`config.mk`:
```
export PLATFORM = sky130hd
export DESIGN_NAME = snake_tick_scheduler
export DESIGN_NICKNAME = d
export VERILOG_FILES = /design/src/rtl/snake_defs.sv /design/src/rtl/bcd_counter4.sv /design/src/rtl/snake_tick_scheduler.sv
export SDC_FILE = /design/constraint.sdc
export NUM_CORES = 1
export LEC_CHECK = 0
export CAP_MARGIN = 30
export CORE_UTILIZATION = 60
export DETAILED_ROUTE_END_ITERATION = 7
export GPL_TIMING_DRIVEN = 0
export PLACE_DENSITY_LB_ADDON = 0.25
export SLEW_MARGIN = 20
export SYNTH_ARGS = -nofsm -noshare
export SYNTH_HDL_FRONTEND = slang
export SYNTH_SLANG_ARGS = --single-unit
```
`constraint.sdc`:
```
create_clock -name CLOCK_50 -period 2.7 [get_ports CLOCK_50]
set_input_delay 0.27 -clock CLOCK_50 [delete_from_list [all_inputs] [get_ports CLOCK_50]]
set_output_delay 0.27 -clock CLOCK_50 [all_outputs]
set_load 0.05 [all_outputs]
```
`src/rtl/snake_defs.sv`:
```
// Shared definitions for the snake game: state encodings and default divider constants.
package snake_defs;

    localparam logic [1:0] ST_IDLE  = 2'd0;
    localparam logic [1:0] ST_RUN   = 2'd1;
    localparam logic [1:0] ST_PAUSE = 2'd2;
    localparam logic [1:0] ST_OVER  = 2'd3;

    localparam int DEF_SLOW_DIV = 25000000;
    localparam int DEF_FAST_DIV = 6000000;
    localparam int DEF_SEC_DIV  = 50000000;
    localparam int DEF_CW       = 26;

endpackage

```
`src/rtl/bcd_counter4.sv`:
```
// Four-digit BCD counter with synchronous clear, ripple carry and 9999 -> 0000 wrap.
module bcd_counter4 (
    input  logic        clk,
    input  logic        resetn,
    input  logic        clr,
    input  logic        inc,
    output logic [15:0] value
);

    logic [15:0] value_q;
    logic [15:0] value_d;
    logic        carry;

    always_comb begin
        value_d = value_q;
        carry   = 1'b1;
        if (clr) begin
            value_d = 16'h0000;
        end else if (inc) begin
            for (int i = 0; i < 4; i++) begin
                if (carry) begin
                    // >= keeps any out-of-range digit from sticking above 9
                    if (value_q[4*i +: 4] >= 4'd9) begin
                        value_d[4*i +: 4] = 4'd0;
                    end else begin
                        value_d[4*i +: 4] = value_q[4*i +: 4] + 4'd1;
                        carry             = 1'b0;
                    end
                end
            end
        end
    end

    always_ff @(posedge clk or negedge resetn) begin
        if (!resetn) begin
            value_q <= 16'h0000;
        end else begin
            value_q <= value_d;
        end
    end

    assign value = value_q;

endmodule

```
`src/rtl/snake_tick_scheduler.sv`:
```
// Game state sequencer generating the move tick, the seconds tick and the BCD elapsed time.
//
// state    | meaning
// ---------+------------------------------------------------
// ST_IDLE  | after reset, waiting for start
// ST_RUN   | game active, dividers and elapsed time counting
// ST_PAUSE | frozen, resumes from held values on pause_toggle
// ST_OVER  | frozen with final time displayed, start begins a new game
module snake_tick_scheduler
    import snake_defs::*;
#(
    parameter int SLOW_DIV = DEF_SLOW_DIV,
    parameter int FAST_DIV = DEF_FAST_DIV,
    parameter int SEC_DIV  = DEF_SEC_DIV,
    parameter int CW       = DEF_CW
) (
    input  logic        CLOCK_50,
    input  logic        resetn,
    input  logic        start,
    input  logic        pause_toggle,
    input  logic        game_over,
    input  logic        speed_fast,
    output logic        move_tick,
    output logic        sec_tick,
    output logic [15:0] bcd_time,
    output logic [1:0]  state,
    output logic        running
);

    localparam logic [CW-1:0] SLOW_LAST = CW'(SLOW_DIV - 1);
    localparam logic [CW-1:0] FAST_LAST = CW'(FAST_DIV - 1);
    localparam logic [CW-1:0] SEC_LAST  = CW'(SEC_DIV - 1);
    localparam logic [CW-1:0] CNT_ONE   = CW'(1);

    logic [1:0]    state_q, state_d;
    logic [CW-1:0] mcnt_q, mcnt_d;
    logic [CW-1:0] scnt_q, scnt_d;
    logic          move_tick_q, move_tick_d;
    logic          sec_tick_q, sec_tick_d;
    logic          running_q, running_d;
    logic [CW-1:0] move_last;
    logic          new_game;
    logic          counting;

    always_comb begin
        state_d = state_q;
        case (state_q)
            ST_IDLE:  if (start) state_d = ST_RUN;
            ST_RUN: begin
                if (game_over)         state_d = ST_OVER;
                else if (pause_toggle) state_d = ST_PAUSE;
            end
            ST_PAUSE: begin
                if (game_over)         state_d = ST_OVER;
                else if (pause_toggle) state_d = ST_RUN;
            end
            ST_OVER:  if (start) state_d = ST_RUN;
            default:  state_d = ST_IDLE;
        endcase
    end

    // Counting only while staying in RUN, so a tick due on the exit edge is dropped
    // and the divider waits at its terminal value until the game resumes.
    assign new_game  = ((state_q == ST_IDLE) || (state_q == ST_OVER)) && (state_d == ST_RUN);
    assign counting  = (state_q == ST_RUN) && (state_d == ST_RUN);
    assign move_last = speed_fast ? FAST_LAST : SLOW_LAST;

    always_comb begin
        mcnt_d      = mcnt_q;
        scnt_d      = scnt_q;
        move_tick_d = 1'b0;
        sec_tick_d  = 1'b0;
        if (new_game) begin
            mcnt_d = '0;
            scnt_d = '0;
        end else if (counting) begin
            if (mcnt_q >= move_last) begin
                mcnt_d      = '0;
                move_tick_d = 1'b1;
            end else begin
                mcnt_d = mcnt_q + CNT_ONE;
            end
            if (scnt_q >= SEC_LAST) begin
                scnt_d     = '0;
                sec_tick_d = 1'b1;
            end else begin
                scnt_d = scnt_q + CNT_ONE;
            end
        end
    end

    assign running_d = (state_d == ST_RUN);

    always_ff @(posedge CLOCK_50 or negedge resetn) begin
        if (!resetn) begin
            state_q     <= ST_IDLE;
            mcnt_q      <= '0;
            scnt_q      <= '0;
            move_tick_q <= 1'b0;
            sec_tick_q  <= 1'b0;
            running_q   <= 1'b0;
        end else begin
            state_q     <= state_d;
            mcnt_q      <= mcnt_d;
            scnt_q      <= scnt_d;
            move_tick_q <= move_tick_d;
            sec_tick_q  <= sec_tick_d;
            running_q   <= running_d;
        end
    end

    bcd_counter4 u_bcd (
        .clk    (CLOCK_50),
        .resetn (resetn),
        .clr    (new_game),
        .inc    (sec_tick_d),
        .value  (bcd_time)
    );

    assign move_tick = move_tick_q;
    assign sec_tick  = sec_tick_q;
    assign state     = state_q;
    assign running   = running_q;

endmodule

```
==> results of run 1 <==
==> stage by stage <==
| stage | hold slack [ns] | std cells | util, % |
|---|---|---|---|
| 2_1_floorplan | -0.0256 | 491 | - |
| 6_report | 0.365 | 637 | 74.7 |
| 3_5_place_dp | 0.197 | 614 | 69.4 |
| 5_1_grt | 0.408 | 637 | 74.7 |
| 4_1_cts | 0.377 | 633 | 73.0 |
| 3_3_place_gp | 0.524 | 613 | 69.0 |
==> metal layers <==
layer  wire [um]  up-vias  share of wire [%]  GRT usage [%]
met1        4790     1982                 43           38.4
met2        5480      170                 49           48.3
met5           0        -                  0              0
met4         190        0                1.7           11.8
li1            -     1860                  -              -
met3         611       21                5.5           4.15
==> final timing paths <==
check                           startpoint              end  cells after the start
worst max-delay path              state[0]  u_bcd.value[15]                      8
worst min-delay path                resetn  u_bcd.value[14]                      2
worst max register to register    state[0]  u_bcd.value[15]                      8
worst min register to register   scnt_q[0]        scnt_q[0]                      1
max in group asynchronous           resetn       scnt_q[25]                      3
min in group CLOCK_50            scnt_q[0]        scnt_q[0]                      1
==> cells in the mapped netlist, types with 2 or more instances <==
| library cell | count | area share, % |
|---|---|---|
| mux2i_1 | 4 | 0.90 |
| buf_2 | 2 | 0.23 |
| dfrtp_1 | 73 | 41 |
| o31a_1 | 2 | 0.39 |
| o211ai_1 | 3 | 0.51 |
| ha_1 | 28 | 7.9 |
| nor2b_1 | 4 | 0.56 |
| or3_1 | 3 | 0.42 |
| nand3_1 | 31 | 3.5 |
| and4_1 | 4 | 0.79 |
| o22ai_1 | 2 | 0.28 |
| inv_1 | 22 | 1.9 |
| o21ai_0 | 10 | 1.1 |
| a31oi_1 | 6 | 0.85 |
| clkbuf_1 | 13 | 1.1 |
| o31ai_1 | 5 | 0.85 |
| and3_1 | 5 | 0.71 |
| o41ai_1 | 4 | 0.79 |
| xor2_1 | 18 | 3.6 |
| a21oi_1 | 14 | 1.6 |
| nand4_1 | 26 | 3.7 |
| nor2_1 | 69 | 5.8 |
| nand4b_1 | 4 | 0.79 |
| buf_4 | 2 | 0.34 |
| a2bb2oi_1 | 3 | 0.59 |
| o21ai_1 | 4 | 0.45 |
| nor3_1 | 23 | 2.6 |
| nand2_1 | 42 | 3.6 |
| o2111ai_1 | 2 | 0.39 |
| xnor2_1 | 22 | 4.3 |
| nor4_1 | 12 | 1.7 |
==> cell families (layout without fill, tap and decap cells) <==
family / count (synthesis) / in the layout / synth area share (%)
xor+xnor: 40 / 40 / 7.90
compound gates: 70 / 70 / 11.7
simple gates: 235 / 235 / 26.5
buf+inv: 41 / 91 / 3.89
fa+ha+maj: 28 / 28 / 7.90
mux: 4 / 4 / 0.903
flops: 73 / 73 / 41.2
==> worst max-delay path: stages (launching register included) <==
cell and delay, ns:
dfrtp_2 0.40, inv_1 0.06, ha_1 0.32, buf_6 0.16, a21oi_2 0.39, o211ai_4 0.19
or4_4 0.59, nand2b_4 0.19, o31ai_2 0.22
==> state kept, by name, indices dropped and copies added (netlist names) <==
register	cells
running	1
mcnt_q	26
scnt_q	26
u_bcd.value	16
move_tick	1
sec_tick	1
state	2
==> power breakdown <==
group          switching (uW)  internal [uW]  total [uW]
Clock                     408            381         789
Combinational            1550            712        2260
Sequential               86.3           1170        1260
==> final cells by class <==
type / count / area share [%]
tap: 96 / 2.30
multi-input combinational: 377 / 48.5
timing repair buffer: 34 / 6.55
buffer: 19 / 2.69
clock buffer: 13 / 3.04
inverter: 22 / 1.58
clock inverter: 3 / 0.288
sequential: 73 / 35.0
==> repair_timing <==
item / CTS / global route
pin swaps: 1 / 2
hold buffers: 1 / 0
endpoints found under the hold margin: 23 / 0
endpoints found under the setup margin: 48 / 59
buffers inserted: 2 / 3
cloned: 0 / 0
resized for setup: 20 / 31
==> summary.txt, run 1 <==
Outcome
  • Status: finished, final reports clean

STA
  • Max Slew Vio Count: 0
  • Worst-Margin Slew: 0.919 ns
  • Worst Slack Setup Final: around 0.087 ns
  • Final hold vios: 0
  • Final setup viols: 0
  • Unrepaired setup endpoints after global routing: no
  • Fmax: approximately 380 MHz
  • Fin crit share: 96.8%
  • Min cycle time layout: 2.61 ns
  • Layout Skew: ~0.012 ns
  • Slew HR: a little under two fifths
  • Setup tns final: 0 ns

Synth
  • YS warnings: 0
  • Primary FF master, synth: dfrtp_1
  • FF+latch count, synth: 73
  • Post-synth EDFFs: 0
  • Cell area after synthesis: 4440 um^2
  • Syn avg cell area: 9.03 um^2
  • Post-synth ARST share: 100%
  • Seq/Total Area, Yosys: between 40% and 50%
  • Post-Syn Nets: 525
  • Unique masters post-synth: 60
  • Gate Count Post-Synth: 491

Final layout
  • Sequential Area: approximately 1800 um^2
  • Most common cell after layout, fill and taps aside: dfrtp_1
  • Area of the multi-input gates: 2530 um^2
  • Fraction of layout cells with a size suffix above 1: 12.0%
  • Commonest non-fill, non-tap cells in the layout: dfrtp_1 (72), nor2_1 (68), nand2_1 (41)
  • Layout filler cell count: a little under 500
  • Area growth syn-to-layout: 17.7%
  • Diodes inserted: 0
  • Cell area after layout: 5220 um^2
  • Final net count: 570

Detailed routing
  • Vias per cell: 6.33
  • DRC violations left: 0
  • 1st-iter DRT viols: 254
  • Antenna Nets Post-Route: 0
  • DR WL/cell: 17.4 um
  • Drt first pass iters: 5
  • WL final: 11.1 mm
  • Routed via count: 4,033

Floorplan
  • CORE AREA: 6980 um^2
  • Row count: 30
  • Initial Util: 63.5%
  • Die Ht: 88.0 um
  • IO Pins: 27
  • Die ar.: 7740 um^2
  • Die width: 88.0 um

Worst setup path
  • CP Class: flip-flop to flip-flop
  • Critical Path Sink Type: flip-flop
  • Maximum fanout along the worst path: 10
  • R2R Setup Slk: roughly 0.087 ns
  • Worst setup SP type: flip-flop
  • CP required: 2.96 ns
  • Arr. time, crit path: 2.87 ns

Placed design
  • Routability Congestion: between 0.9 and 1
  • PortBufs: 26
  • Post-DP HPWL: 7.37 mm
  • Post-Place Setup Slack: -0.393 ns
  • Placed inst area: 4840 um^2

Clocking
  • Clock Pin Slew Worst Setup and Hold Paths: roughly 0.080 ns
  • CTS tree: built
  • Clock latency on the worst-skew pair: 0.35 ns
  • CTS Buffer Depth: 2
  • CTS root buffer: clkbuf_8
  • H-tree depth: 3
  • Num CTS Buffers: 9
  • Clock sink count: 73

Global routing
  • Total gr overflow: 0
  • Vias in the first global route: 3,767
  • First-pass GRT wire length: roughly 17 mm
  • Initial antenna violation count: 0
  • Largest net degree at the start of global routing: 51
  • GRT Total Usage: 29.1%

Pwr
  • Peak VDD IR: around 0.00044 V
  • Cell area power density: 826 nW/um^2
  • Leak: 0.00224 uW
  • Overall Power: 4310 uW

Run
  • MaxCap Viol Count: 0

Worst hold path
  • HP Class: primary input to async pin
Note: power is estimated with default switching activity, not from simulation.
==> run 2: changes to the inputs <==
--- a/config.mk
+++ b/config.mk
@@ -6,10 +6,12 @@
 export NUM_CORES = 1
 export LEC_CHECK = 0
 export CAP_MARGIN = 30
+export CORE_ASPECT_RATIO = 0.7
 export CORE_UTILIZATION = 60
 export DETAILED_ROUTE_END_ITERATION = 7
 export GPL_TIMING_DRIVEN = 0
 export PLACE_DENSITY_LB_ADDON = 0.25
+export SKIP_CTS_REPAIR_TIMING = 1
 export SLEW_MARGIN = 20
 export SYNTH_ARGS = -nofsm -noshare
 export SYNTH_HDL_FRONTEND = slang
==> summary.txt, run 2 (synthesis gave the netlist of run 1 again) <==
Clocking
  • H-tree depth: 3 (unchanged)
  • Clock Pin Slew Worst Setup and Hold Paths: 0.08 ns (about the same)
  • CTS Buffer Depth: 2 (unchanged)
  • Num CTS Buffers: 9 (unchanged)
  • CTS root buffer: clkbuf_8
  • Clock sink count: 73 (unchanged)
  • CTS tree: built
  • Clock latency on the worst-skew pair: 0.36 ns (about the same)

Detailed routing
  • DRC violations left: 0 (unchanged)
  • Drt first pass iters: 5 (unchanged)
  • Highest metal used: met4
  • DR WL/cell: 17.0 um (-2.3%)
  • DR WL met3: 619 um (+1.3%)
  • Routed via count: 3,905 (-3.2%)
  • Met1 WL: 5.12 mm (+6.7%)
  • WL final: 10.8 mm (-2.6%)
  • Metal2 WL: 4.88 mm (-11%)
  • Antenna Nets Post-Route: 0 (unchanged)
  • Vias per cell: 6.15 (-2.9%)
  • 1st-iter DRT viols: 259 (+2.0%)

Worst setup path
  • Maximum fanout along the worst path: 10 (unchanged)
  • Critical path origin: state[0]
  • Worst r2r src: state[0]
  • Arr. time, crit path: 2.93 ns (+0.06 ns)
  • Worst setup SP type: flip-flop
  • CP required: 2.98 ns (+0.02 ns)
  • Critical Path Sink Type: flip-flop
  • CP Class: flip-flop to flip-flop

STA
  • Fin crit share: 98.1% (+1.3 points)
  • Worst-Margin Slew: 0.976 ns (+0.0570 ns)
  • Slew HR: 34.4% (-3.8 points)
  • Setup tns final: 0 ns (unchanged)
  • Hold slack final: 0.360 ns (-0.00439 ns)
  • Layout Skew: 0.0112 ns (-0.000833 ns)
  • Final hold vios: 0 (unchanged)
  • Final setup viols: 0 (unchanged)
  • Min cycle time layout: 2.65 ns (+0.0349 ns)
  • Max Slew Vio Count: 0 (unchanged)
  • Fmax: 378 MHz (-1.3%)

Pwr
  • Cell area power density: 825 nW/um^2 (about the same)
  • Peak VDD IR: 0.000887 V (+100%)
  • Overall Power: 4280 uW (-0.71%)
  • Leak: 0.00222 uW (-0.52%)

Final layout
  • Most common cell after layout, fill and taps aside: dfrtp_1
  • Commonest non-fill, non-tap cells in the layout: dfrtp_1 (72), nor2_1 (68), nand2_1 (42)
  • Final net count: 570 (unchanged)
  • Cell area after layout: 5180 um^2 (-0.67%)
  • Area growth syn-to-layout: 16.9%
  • Fraction of layout cells with a size suffix above 1: 10.9% (-1.1 points)
  • Diodes inserted: 0 (unchanged)

Floorplan
  • Die ar.: 7750 um^2 (about the same)
  • Initial Util: 63.9% (+0.34 points)
  • Die Ht: 73.9 um (-16%)
  • CORE AREA: 6940 um^2 (-0.54%)
  • Row count: 25 (-17%)
  • Die width: 105 um (+19%)
  • IO Pins: 27 (unchanged)

Global routing
  • Largest net degree at the start of global routing: 50 (-2.0%)
  • Total gr overflow: 0 (unchanged)
  • GRT Total Usage: 29.9% (+0.78 points)
  • First-pass GRT wire length: 18.0 mm (+3.8%)
  • Initial antenna violation count: 0 (unchanged)
  • Vias in the first global route: 3,713 (-1.4%)

Placed design
  • PortBufs: 26 (unchanged)
  • Placed inst area: 4840 um^2 (about the same)
  • Post-DP HPWL: 7.43 mm (+0.82%)
  • Routability Congestion: 0.895 (-2.1%)

Worst hold path
  • HP Class: primary input to async pin

Run
  • MaxCap Viol Count: 0 (unchanged)

Outcome
  • Status: finished, final reports clean
[run 2: worst paths after layout]
check / slack (ns) / end / cells past startpoint
max in group asynchronous: 1.79 / mcnt_q[4] / 3
hold / removal: 0.36 / mcnt_q[20] / 2
min in group CLOCK_50: 0.55 / mcnt_q[0] / 1
hold reg to reg: 0.55 / mcnt_q[0] / 1
setup reg to reg: 0.05 / u_bcd.value[15] / 10
setup / recovery: 0.05 / u_bcd.value[15] / 10
[run 2: worst max-delay path, stage by stage (launching register included)]
cell,delay (ns)
dfrtp_2,0.41
inv_1,0.07
ha_1,0.32
buf_6,0.17
a21oi_2,0.08
a32oi_4,0.26
buf_12,0.16
o211ai_4,0.10
or4_4,0.59
nand2b_4,0.19
o31ai_2,0.21
[run 2: per-layer routing]
metal,vias up,track usage (%)
li1,1858,-
met1,1905,41.7
met2,123,47.0
met3,19,7.27
met4,0,9.08
met5,-,0
[run 2: cell type report]
type	instances	area, um^2
clock inverter	5	30.0
sequential	73	1830
buffer	19	118
tap	94	118
clock buffer	11	151
timing repair buffer	34	355
multi-input combinational	377	2500
fill	497	1760
inverter	22	82.6
[run 2: stage by stage]
step / util [%] / setup slack, ns / cells
2_1_floorplan: - / 0.00694 / 491
3_3_place_gp: 69.3 / -1.38 / 611
3_5_place_dp: 69.7 / -0.344 / 612
4_1_cts: 72.3 / -0.315 / 628
5_1_grt: 74.6 / -0.0318 / 635
6_report: 74.6 / 0.0520 / 635
[run 2: where the power goes]
part | leakage [uW] | internal [uW] | switching [uW]
Combinational | 0.00113 | 698 | 1520
Clock | 0.0000911 | 378 | 419
Sequential | 0.00101 | 1170 | 89.9
Total | 0.00222 | 2250 | 2030
==> run 3: changes to the inputs <==
--- a/config.mk
+++ b/config.mk
@@ -8,6 +8,7 @@
 export CAP_MARGIN = 30
 export CORE_ASPECT_RATIO = 0.7
 export CORE_UTILIZATION = 60
+export CTS_CLUSTER_SIZE = 25
 export DETAILED_ROUTE_END_ITERATION = 7
 export GPL_TIMING_DRIVEN = 0
 export PLACE_DENSITY_LB_ADDON = 0.25
==> results of run 3 <==
The final DEF is identical to that of run 2; final timing and power are the same.
